`config.mk`:
```
export PLATFORM = sky130hd
export DESIGN_NAME = mem_fabric
export DESIGN_NICKNAME = d
export VERILOG_FILES = /design/src/rtl/mem_fabric_pkg.sv /design/src/rtl/mem_fabric_rr_arbiter.sv /design/src/rtl/mem_fabric.sv
export SDC_FILE = /design/constraint.sdc
export NUM_CORES = 1
export LEC_CHECK = 0
export ABC_AREA = 1
export BUFFER_PORTS_ARGS = -buffer_cell sky130_fd_sc_hd__buf_4
export CORE_AREA = 2 2 158 160
export CTS_BUF_LIST = sky130_fd_sc_hd__clkbuf_8
export DETAILED_ROUTE_END_ITERATION = 8
export DIE_AREA = 0 0 160 162
export GPL_TIMING_DRIVEN = 0
export PLACE_DENSITY_LB_ADDON = 0.08
export SETUP_SLACK_MARGIN = 0.4
export SLEW_MARGIN = 15
export SYNTH_ARGS = -nofsm -noshare
export SYNTH_HDL_FRONTEND = slang
export SYNTH_SLANG_ARGS = --single-unit
```
`constraint.sdc`:
```
create_clock -name clk -period 2.2 [get_ports clk]
set_input_delay 0.44 -clock clk [delete_from_list [all_inputs] [get_ports clk]]
set_output_delay 0.44 -clock clk [all_outputs]
set_load 0.02 [all_outputs]
```
`src/rtl/mem_fabric_pkg.sv`:
```
// Shared types, constants and the round-robin search helper for the memory fabric.
package mem_fabric_pkg;

    typedef enum logic [0:0] {
        ST_IDLE = 1'b0,
        ST_BUSY = 1'b1
    } state_e;

    localparam logic [31:0] ERR_RDATA_DEF = 32'hDEADBEEF;

    // Returns {found, index} of the first set bit of req at or after start, wrapping modulo n (n <= 8).
    function automatic logic [3:0] first_set_from(input logic [7:0] req,
                                                  input logic [2:0] start,
                                                  input int         n);
        logic [3:0] res;
        int         idx;
        res = 4'd0;
        for (int i = 7; i >= 0; i--) begin
            if (i < n) begin
                idx = (int'(start) + i) % n;
                res = req[idx] ? {1'b1, idx[2:0]} : res;
            end else begin
                res = res;
            end
        end
        return res;
    endfunction

endpackage

```
`src/rtl/mem_fabric_rr_arbiter.sv`:
```
// Combinational NM-wide round-robin: picks the first requester after last_grant.
module rr_arbiter
    import mem_fabric_pkg::*;
#(
    parameter int NM = 2,
    parameter int MW = 1
) (
    input  logic [NM-1:0] req_i,
    input  logic [MW-1:0] last_grant_i,
    output logic [MW-1:0] grant_o,
    output logic          any_o
);

    logic [7:0] req_ext_s;
    logic [2:0] start_s;
    logic [3:0] res_s;

    // Widen the request vector and search from the slot after the last winner.
    always_comb begin
        req_ext_s         = 8'd0;
        req_ext_s[NM-1:0] = req_i;
        start_s           = 3'((int'(last_grant_i) + 1) % NM);
        res_s             = first_set_from(req_ext_s, start_s, NM);
        grant_o           = MW'(res_s[2:0]);
        any_o             = res_s[3];
    end

endmodule

```
`src/rtl/mem_fabric.sv`:
```
// Multi-master, address-windowed memory fabric with round-robin arbitration and a
// watchdog that terminates hung or unmapped accesses with an error response.
module mem_fabric
    import mem_fabric_pkg::*;
#(
    parameter int               NM         = 2,
    parameter int               NS         = 4,
    parameter logic [NS*32-1:0] SLAVE_BASE = {NS{32'h0}},
    parameter logic [NS*32-1:0] SLAVE_MASK = {NS{32'h0}},
    parameter int               TIMEOUT    = 1024,
    parameter logic [31:0]      ERR_RDATA  = ERR_RDATA_DEF
) (
    input  logic                                  clk,
    input  logic                                  rstn,
    input  logic [NM-1:0]                         m_valid,
    output logic [NM-1:0]                         m_ready,
    input  logic [NM*32-1:0]                      m_addr,
    input  logic [NM*32-1:0]                      m_wdata,
    input  logic [NM*4-1:0]                       m_wstrb,
    output logic [31:0]                           m_rdata,
    output logic [NS-1:0]                         s_valid,
    input  logic [NS-1:0]                         s_ready,
    output logic [31:0]                           s_addr,
    output logic [31:0]                           s_wdata,
    output logic [3:0]                            s_wstrb,
    input  logic [NS*32-1:0]                      s_rdata,
    output logic                                  err_pulse,
    output logic [31:0]                           err_addr,
    output logic [((NM > 1) ? $clog2(NM) : 1)-1:0] err_master
);

    localparam int MW = (NM > 1) ? $clog2(NM) : 1;
    localparam int SW = (NS > 1) ? $clog2(NS) : 1;

    state_e          state_q, state_d;
    logic [MW-1:0]   last_grant_q, last_grant_d;
    logic [MW-1:0]   grant_q, grant_d;
    logic [SW-1:0]   sel_q, sel_d;
    logic            unmapped_q, unmapped_d;
    logic [31:0]     cnt_q, cnt_d;
    logic [31:0]     err_addr_q, err_addr_d;
    logic [MW-1:0]   err_master_q, err_master_d;

    logic [MW-1:0]   arb_idx_s;
    logic            arb_any_s;
    logic [31:0]     req_addr_s;
    logic [SW-1:0]   dec_sel_s;
    logic            dec_hit_s;
    logic            hit_s;
    logic            mv_s;
    logic            norm_s;
    logic            wd_s;
    logic            err_s;

    rr_arbiter #(
        .NM(NM),
        .MW(MW)
    ) u_arb (
        .req_i       (m_valid),
        .last_grant_i(last_grant_q),
        .grant_o     (arb_idx_s),
        .any_o       (arb_any_s)
    );

    // Address decode of the arbitration winner; scanning downward lets the lowest hit win.
    always_comb begin
        req_addr_s = m_addr[int'(arb_idx_s)*32 +: 32];
        dec_sel_s  = '0;
        dec_hit_s  = 1'b0;
        hit_s      = 1'b0;
        for (int i = NS - 1; i >= 0; i--) begin
            hit_s     = (req_addr_s & SLAVE_MASK[i*32 +: 32]) == SLAVE_BASE[i*32 +: 32];
            dec_sel_s = hit_s ? SW'(i) : dec_sel_s;
            dec_hit_s = hit_s | dec_hit_s;
        end
    end

    // Request routing, completion and watchdog for the granted transaction.
    always_comb begin
        mv_s    = 1'b0;
        norm_s  = 1'b0;
        wd_s    = 1'b0;
        err_s   = 1'b0;
        s_valid = '0;
        m_ready = '0;
        m_rdata = 32'h0;
        s_addr  = 32'h0;
        s_wdata = 32'h0;
        s_wstrb = 4'h0;
        if (state_q == ST_BUSY) begin
            mv_s             = m_valid[grant_q];
            s_addr           = m_addr[int'(grant_q)*32 +: 32];
            s_wdata          = m_wdata[int'(grant_q)*32 +: 32];
            s_wstrb          = m_wstrb[int'(grant_q)*4 +: 4];
            s_valid[sel_q]   = mv_s && !unmapped_q;
            norm_s           = s_valid[sel_q] && s_ready[sel_q];
            // A slave answering in the last watchdog cycle still completes normally.
            wd_s             = (TIMEOUT != 0) && (cnt_q == 32'(TIMEOUT - 1)) && mv_s && !norm_s;
            err_s            = (mv_s && unmapped_q) || wd_s;
            m_ready[grant_q] = norm_s || err_s;
            m_rdata          = norm_s ? s_rdata[int'(sel_q)*32 +: 32] :
                               (err_s ? ERR_RDATA : 32'h0);
        end else begin
            mv_s = 1'b0;
        end
    end

    assign err_pulse  = err_s;
    assign err_addr   = err_addr_q;
    assign err_master = err_master_q;

    // Next-state: arbitration in IDLE, completion / abort bookkeeping in BUSY.
    always_comb begin
        state_d      = state_q;
        last_grant_d = last_grant_q;
        grant_d      = grant_q;
        sel_d        = sel_q;
        unmapped_d   = unmapped_q;
        cnt_d        = cnt_q;
        err_addr_d   = err_addr_q;
        err_master_d = err_master_q;
        case (state_q)
            ST_IDLE: begin
                cnt_d = 32'h0;
                if (arb_any_s) begin
                    state_d    = ST_BUSY;
                    grant_d    = arb_idx_s;
                    sel_d      = dec_sel_s;
                    unmapped_d = !dec_hit_s;
                end else begin
                    state_d = ST_IDLE;
                end
            end
            ST_BUSY: begin
                cnt_d = cnt_q + 32'd1;
                // A master dropping its request abandons the transaction silently.
                if (norm_s || err_s || !mv_s) begin
                    state_d      = ST_IDLE;
                    last_grant_d = grant_q;
                end else begin
                    state_d = ST_BUSY;
                end
                if (err_s) begin
                    err_addr_d   = s_addr;
                    err_master_d = grant_q;
                end else begin
                    err_addr_d = err_addr_q;
                end
            end
            default: begin
                state_d = ST_IDLE;
            end
        endcase
    end

    // State registers with synchronous active-low reset.
    always_ff @(posedge clk) begin
        if (!rstn) begin
            state_q      <= ST_IDLE;
            last_grant_q <= MW'(NM - 1);
            grant_q      <= '0;
            sel_q        <= '0;
            unmapped_q   <= 1'b0;
            cnt_q        <= 32'h0;
            err_addr_q   <= 32'h0;
            err_master_q <= '0;
        end else begin
            state_q      <= state_d;
            last_grant_q <= last_grant_d;
            grant_q      <= grant_d;
            sel_q        <= sel_d;
            unmapped_q   <= unmapped_d;
            cnt_q        <= cnt_d;
            err_addr_q   <= err_addr_d;
            err_master_q <= err_master_d;
        end
    end

endmodule

```
Word level (Yosys, flattened, before mapping)
Index checks and enable logic that the tools add are counted.
Widths: inputs -> output; s select.
{ "totals": {"in_bits": 272, "regBits": 68, "word_cells": 58, "output_inout_bits": 140} }
{ "op_classes": {"eq_ne": 1, "n_reduce_logical": 12, "n_shift": 3, "muxes": 26, "bitwise_logic": 3, "addsub": 3, "magnitude_cmp": 4} }
{ "op_table": {"columns": ["operator", "n"], "rows": [
  ["$mux 32", 5],
  ["$shiftx 64x7->32", 2],
  ["$pmux 32 s2", 1],
  ["$add 32x1->32 const B", 1],
  ["$eq 32x10->1 const B", 1],
  ["$mux 1", 13],
  ["$mux 4", 3],
  ["$shiftx 8x4->4", 1],
  ["$reduce_and 2->1", 3],
  ["$lt 2x5->1 const B", 1],
  ["$logic_and 1x1->1", 4],
  ["$lt 1x4->1 const B", 1],
  ["$logic_or 1x1->1", 3],
  ["$add 1x1->1 const B", 2],
  ["$and 2x2->2", 1],
  ["$bmux 1 s2", 1],
  ["$logic_not 1->1", 2],
  ["$lt 1x2->1 const B", 1],
  ["$mux 2", 1],
  ["$pmux 1 s2", 1],
  ["$and 1x1->1 const A", 1],
  ["$demux 1 s1", 1],
  ["$ge 1x1->1 const B", 1],
  ["$not 1->1", 1]
]} }

Logic depth before layout (Yosys ltp)
{ "logic_depth": {"depth_word": 10, "depth_mapped": 11, "ltp_nobuf": 11} }

Cells and area by module
A second synthesis with hierarchy kept.
{ "hier_totals": {"hier_cells": 751, "area_unflattened_um2": 4566.9} }
{ "by_module_without_submodules": {"columns": ["mod", "seq_area_each_um2", "n_inst", "cells_per_inst", "area_per_inst_um2"], "rows": [
  ["mem_fabric", 1361.3, 1, 748, 4551.9],
  ["rr_arbiter", 0.0, 1, 3, 15.0]
]} }

Worst setup path after synthesis
OpenSTA, ideal clock, no wires.
{ "synth_path": {"path_kind": "reg-to-output", "startpoint": "register cnt_q[0]", "endpoint": "output m_rdata[10]", "path_buffers": 1, "required_time_ps": 1760, "t_arrival_ps": 1633, "path_slack_ps": 127, "stages_incl_launch_ff": 11, "cell_sequence": "dfxtp_1 ha_1 nand2_1 nor2_2 nand2_1 nor2_1 nand2_1 nand2_1 nand2_2 buf_2 nor2_1"} }
{ "synth_via": {"elab_chain_len": 6} }
{ "synth_lines": {"columns": ["item", "line_no", "source"], "rows": [
  ["from (decl)", "mem_fabric.sv:40", "logic [31:0] cnt_q, cnt_d;"],
  ["from (signal assigned)", "mem_fabric.sv:173", "cnt_q <= cnt_d;"],
  ["$eq 32x10->1", "mem_fabric.sv:98", "wd_s = (TIMEOUT != 0) && (cnt_q == 32'(TIMEOUT - 1)) && mv_s && !norm_s;"],
  ["$logic_and 1x1->1 (2 in a row)", "mem_fabric.sv:98", null],
  ["$mux 32", "mem_fabric.sv:102", "(err_s ? ERR_RDATA : 32'h0);"],
  ["$mux 32", "mem_fabric.sv:101", "m_rdata = norm_s ? s_rdata[int'(sel_q)*32 +: 32] :"],
  ["$mux 32", "mem_fabric.sv:90", "if (state_q == ST_BUSY) begin"],
  ["to (decl)", "mem_fabric.sv:20", "output logic [31:0] m_rdata,"]
]} }
No other way between the ends.

Final worst setup path
{ "layout_path": {"startpoint": "register cnt_q[1]", "endpoint": "output m_rdata[23]"} }
Same word-level chain as after synthesis.

==> summary.md <==
| Metric | Value |
|---|---|
| Gp weighted congestion | `0.783` |
| Worst skew pair latency | `0.37 ns` |
| Hold Vio Cnt, Final | `0` |
| CP cell instances | `ha_4, nand2_4, nor2_4, nand2_4, nor2_1, nand2_1, nand2_2, nand2_8, buf_12, nor2_4, buf_6` |
| Syn Inst Count | `758` |
| WL final | `22300 um` |
| Routed via count | `6329` |
| WHS | `0.363 ns` |
| CTS tree | `done` |
| Worst r2r src | `cnt_q[1]` |
| Mapped Area | `4590 sq um` |
| Initial Util | `19.0%` |
| Root Driver | `clkbuf_8` |
| Num CTS Buffers | `9` |
| Critical path capture point type | `output pin` |
| Fin nets | `1450` |
| Min-Delay Path Class | `in -> reg` |
| Fin crit period | `2.37 ns` |
| Ys async rst share | `0%` |
| Sequential power share | `32.2%` |
| Internal power | `0.00263 W` |
| Clock power share | `28.4%` |
| Residual DRC | `0` |
| Violated checks | `negative setup slack` |
| Sw power | `0.00122 W` |
| Detailed Routing Iterations Pass 1 | `4` |
| Vias in the first global route | `6217` |
| Yosys top cell area share | `29.7%` |
| Startpoint Class | `register` |
| R2R setup slack | `0.34 ns` |
| CP max stage cell | `dfxtp_2` |
| I/O Buffers | `308` |
| Avg Inst Size Synth | `6.05 sq um` |
| Filler cells | `2549` |
| Setup crit start | `cnt_q[1]` |
| Antenna Cells | `0` |
| # rows | `57` |
| Crit path max-delay family | `simple AND/OR/NAND/NOR gates` |
| Largest net degree at the start of global routing | `12` |
| Synth Register Bits | `68` |
| Switching part of the total | `31.7%` |
| Worst-Margin Slew | `0.623 ns` |
| Most frequent cells after synthesis | `nand2_1 (152), nor2_1 (152), inv_1 (146)` |
| Initial antenna violation count | `0` |
| F_max | `422 MHz` |
| Crit path kind | `reg -> out` |
| Die X | `160 um` |
| Setup Skew | `0.00994 ns` |
| Congestion Overflow GR | `0` |
| Clock sink total | `68` |
| Cts hold-fix bufs | `0` |
| Unrepaired setup endpoints after global routing | `true` |
| Post-Place Cells | `1392` |
| Endpoints failing setup | `82` |
| Max-slew headroom at the worst pin | `58.5%` |
| Number of synthesized flops with an enable pin | `0` |
| CP Max Fanout | `7` |
| Combinational Power Share | `39.4%` |
| Vias/cell | `4.20` |
| First-pass GRT wire length | `32700 um` |
| Top_reg_cell synth | `dfxtp_1` |
| Pleak | `4.80 nW` |
| Hold path start | `m_valid[1]` |
| Worst-path clk slew | `0.08 ns` |
| Worst vdd ir | `0.000221 V` |
| Core area | `24100 sq um` |
| Critical path buffers and inverters | `2` |
| Die area | `25900 sq um` |
| Largest cells by area after synthesis | `dfxtp_1 (30%), nand2_1 (12%), nor2_1 (12%)` |
| Remaining antenna violation count after routing | `0` |
| Layout cells sized above 1 | `50.1%` |
| Die height | `162 um` |
| Critical path data required time | `1.76 ns` |
| Total GRT Usage | `16.3%` |
| CP arrival | `1.93 ns` |
| Place WS | `-0.312 ns` |
| Area grow syn2layout | `116%` |
| Final worst path period share | `108%` |
| Final WS setup | `-0.167 ns` |
| WL/cell | `14.8 um` |
| Yosys Warn Count | `0` |
| Cell Pwr Density | `389 nW/um^2` |
| Clk buf depth | `2` |
| Yosys top cell by area | `dfxtp_1` |
| Max-cap violations | `0` |
| Final HPWL DP | `16600 um` |
| Sequential area share after synthesis | `29.7%` |
| H-Tree Depth | `3` |
| Status | `complete, but fails checks` |
| Critical path's largest stage delay | `0.36 ns` |
| Initial DRC count | `310` |
| Io pins | `412` |
| Final Slew Violations | `0` |
| Post-synth cell types | `33` |
| Final cell count without fillers | `1506` |
sequential cells by signal, indices dropped and copies added (netlist names):
name,count
cnt_q,32
grant_q,1
err_addr,32
err_master,1
last_grant_q,1
state_q,1
path summary, 6_finish.rpt:
check        cells after the start           to
max reg2reg                     12    cnt_q[20]
min reg2reg                      2    cnt_q[31]
min                              3      grant_q
max                             11  m_rdata[23]
power groups by stage:
stage | clock [W] | sequential (W) | combinational (W)
floorplan | 0 | 0.00127 | 0.000476
detailed placement | 0 | 0.00127 | 0.00101
global placement | 0 | 0.00127 | 0.00101
global route | 0.00118 | 0.00124 | 0.00161
finish | 0.00109 | 0.00124 | 0.00152
CTS | 0.00114 | 0.00124 | 0.00145
cells in the final DEF (no fill, tap or decap), drive strengths merged:
cell type and instances:
clkinvlp 2, buf 430, a31oi 1, clkinv 1, inv 150, or2 2, xor2 4, o21ai 9
a22oi 32, nand2 153, nor2 158, o21a 2, dfxtp 68, nor3 15, conb 3, nand3 19
clkbuf 31, a211oi 1, a22o 36, nand3b 3, nand4 40, a21oi 21, ha 1
layout make-up:
type                            instances  area (sq um)  area share (%)
Timing Repair Buffer                  405          3720            37.6
Clock buffer                           14           193            1.95
Timing Repair inverter                  1          11.3           0.114
Buffer                                 42           493            4.98
Tap cell                              324           405            4.10
Clock inverter                          2          15.0           0.152
Inverter                              150           591            5.97
Sequential cell                        68          1400            14.2
Multi-Input combinational cell        500          3070            31.0
cells by family after synthesis:
family	share of synthesized area, %
AND/OR/NAND/NOR	36.4
buffers and inverters	16.9
AO/OA/AOI/OAI	16.0
flip-flops	29.7
XOR/XNOR	0.763
adder cells (fa/ha/maj)	0.273
other	0.0817
repair_timing:
item,4_1_cts,5_1_grt
setup buffers,62,21
pin swaps,68,64
cloned,9,6
hold endpoints to repair,0,0
gates resized for setup,253,80
endpoints found under the setup margin,137,147
metal layers:
metal	wire [um]	track usage [%]
met5	0	0
met4	512	6.10
met3	1520	3.75
met2	11600	30.6
met1	8670	17.8
worst register-to-register path: stages (launching register included):
cell and delay, ns:
dfxtp_2 0.36, ha_4 0.15, nand2_4 0.05, nor2_4 0.13, nand2_4 0.06, buf_4 0.15
buf_4 0.14, nor2_2 0.26, nand3_2 0.17, nor2_1 0.15, nand2_1 0.06, nand2_1 0.05
nor2_1 0.04
metrics by stage:
step | utilization, % | cell area [sq um] | setup TNS (ns) | total power [W]
after floorplan | - | 4810 | 0 | 0.00175
after global placement | 31.2 | 7530 | -10.36 | 0.00229
after detailed placement | 31.2 | 7530 | -9.00 | 0.00228
after CTS | 39.0 | 9410 | -9.24 | 0.00382
after global routing | 41.0 | 9890 | -12.84 | 0.00403
final | 41.0 | 9890 | -5.86 | 0.00385
Note: power is estimated with default switching activity, not from simulation.
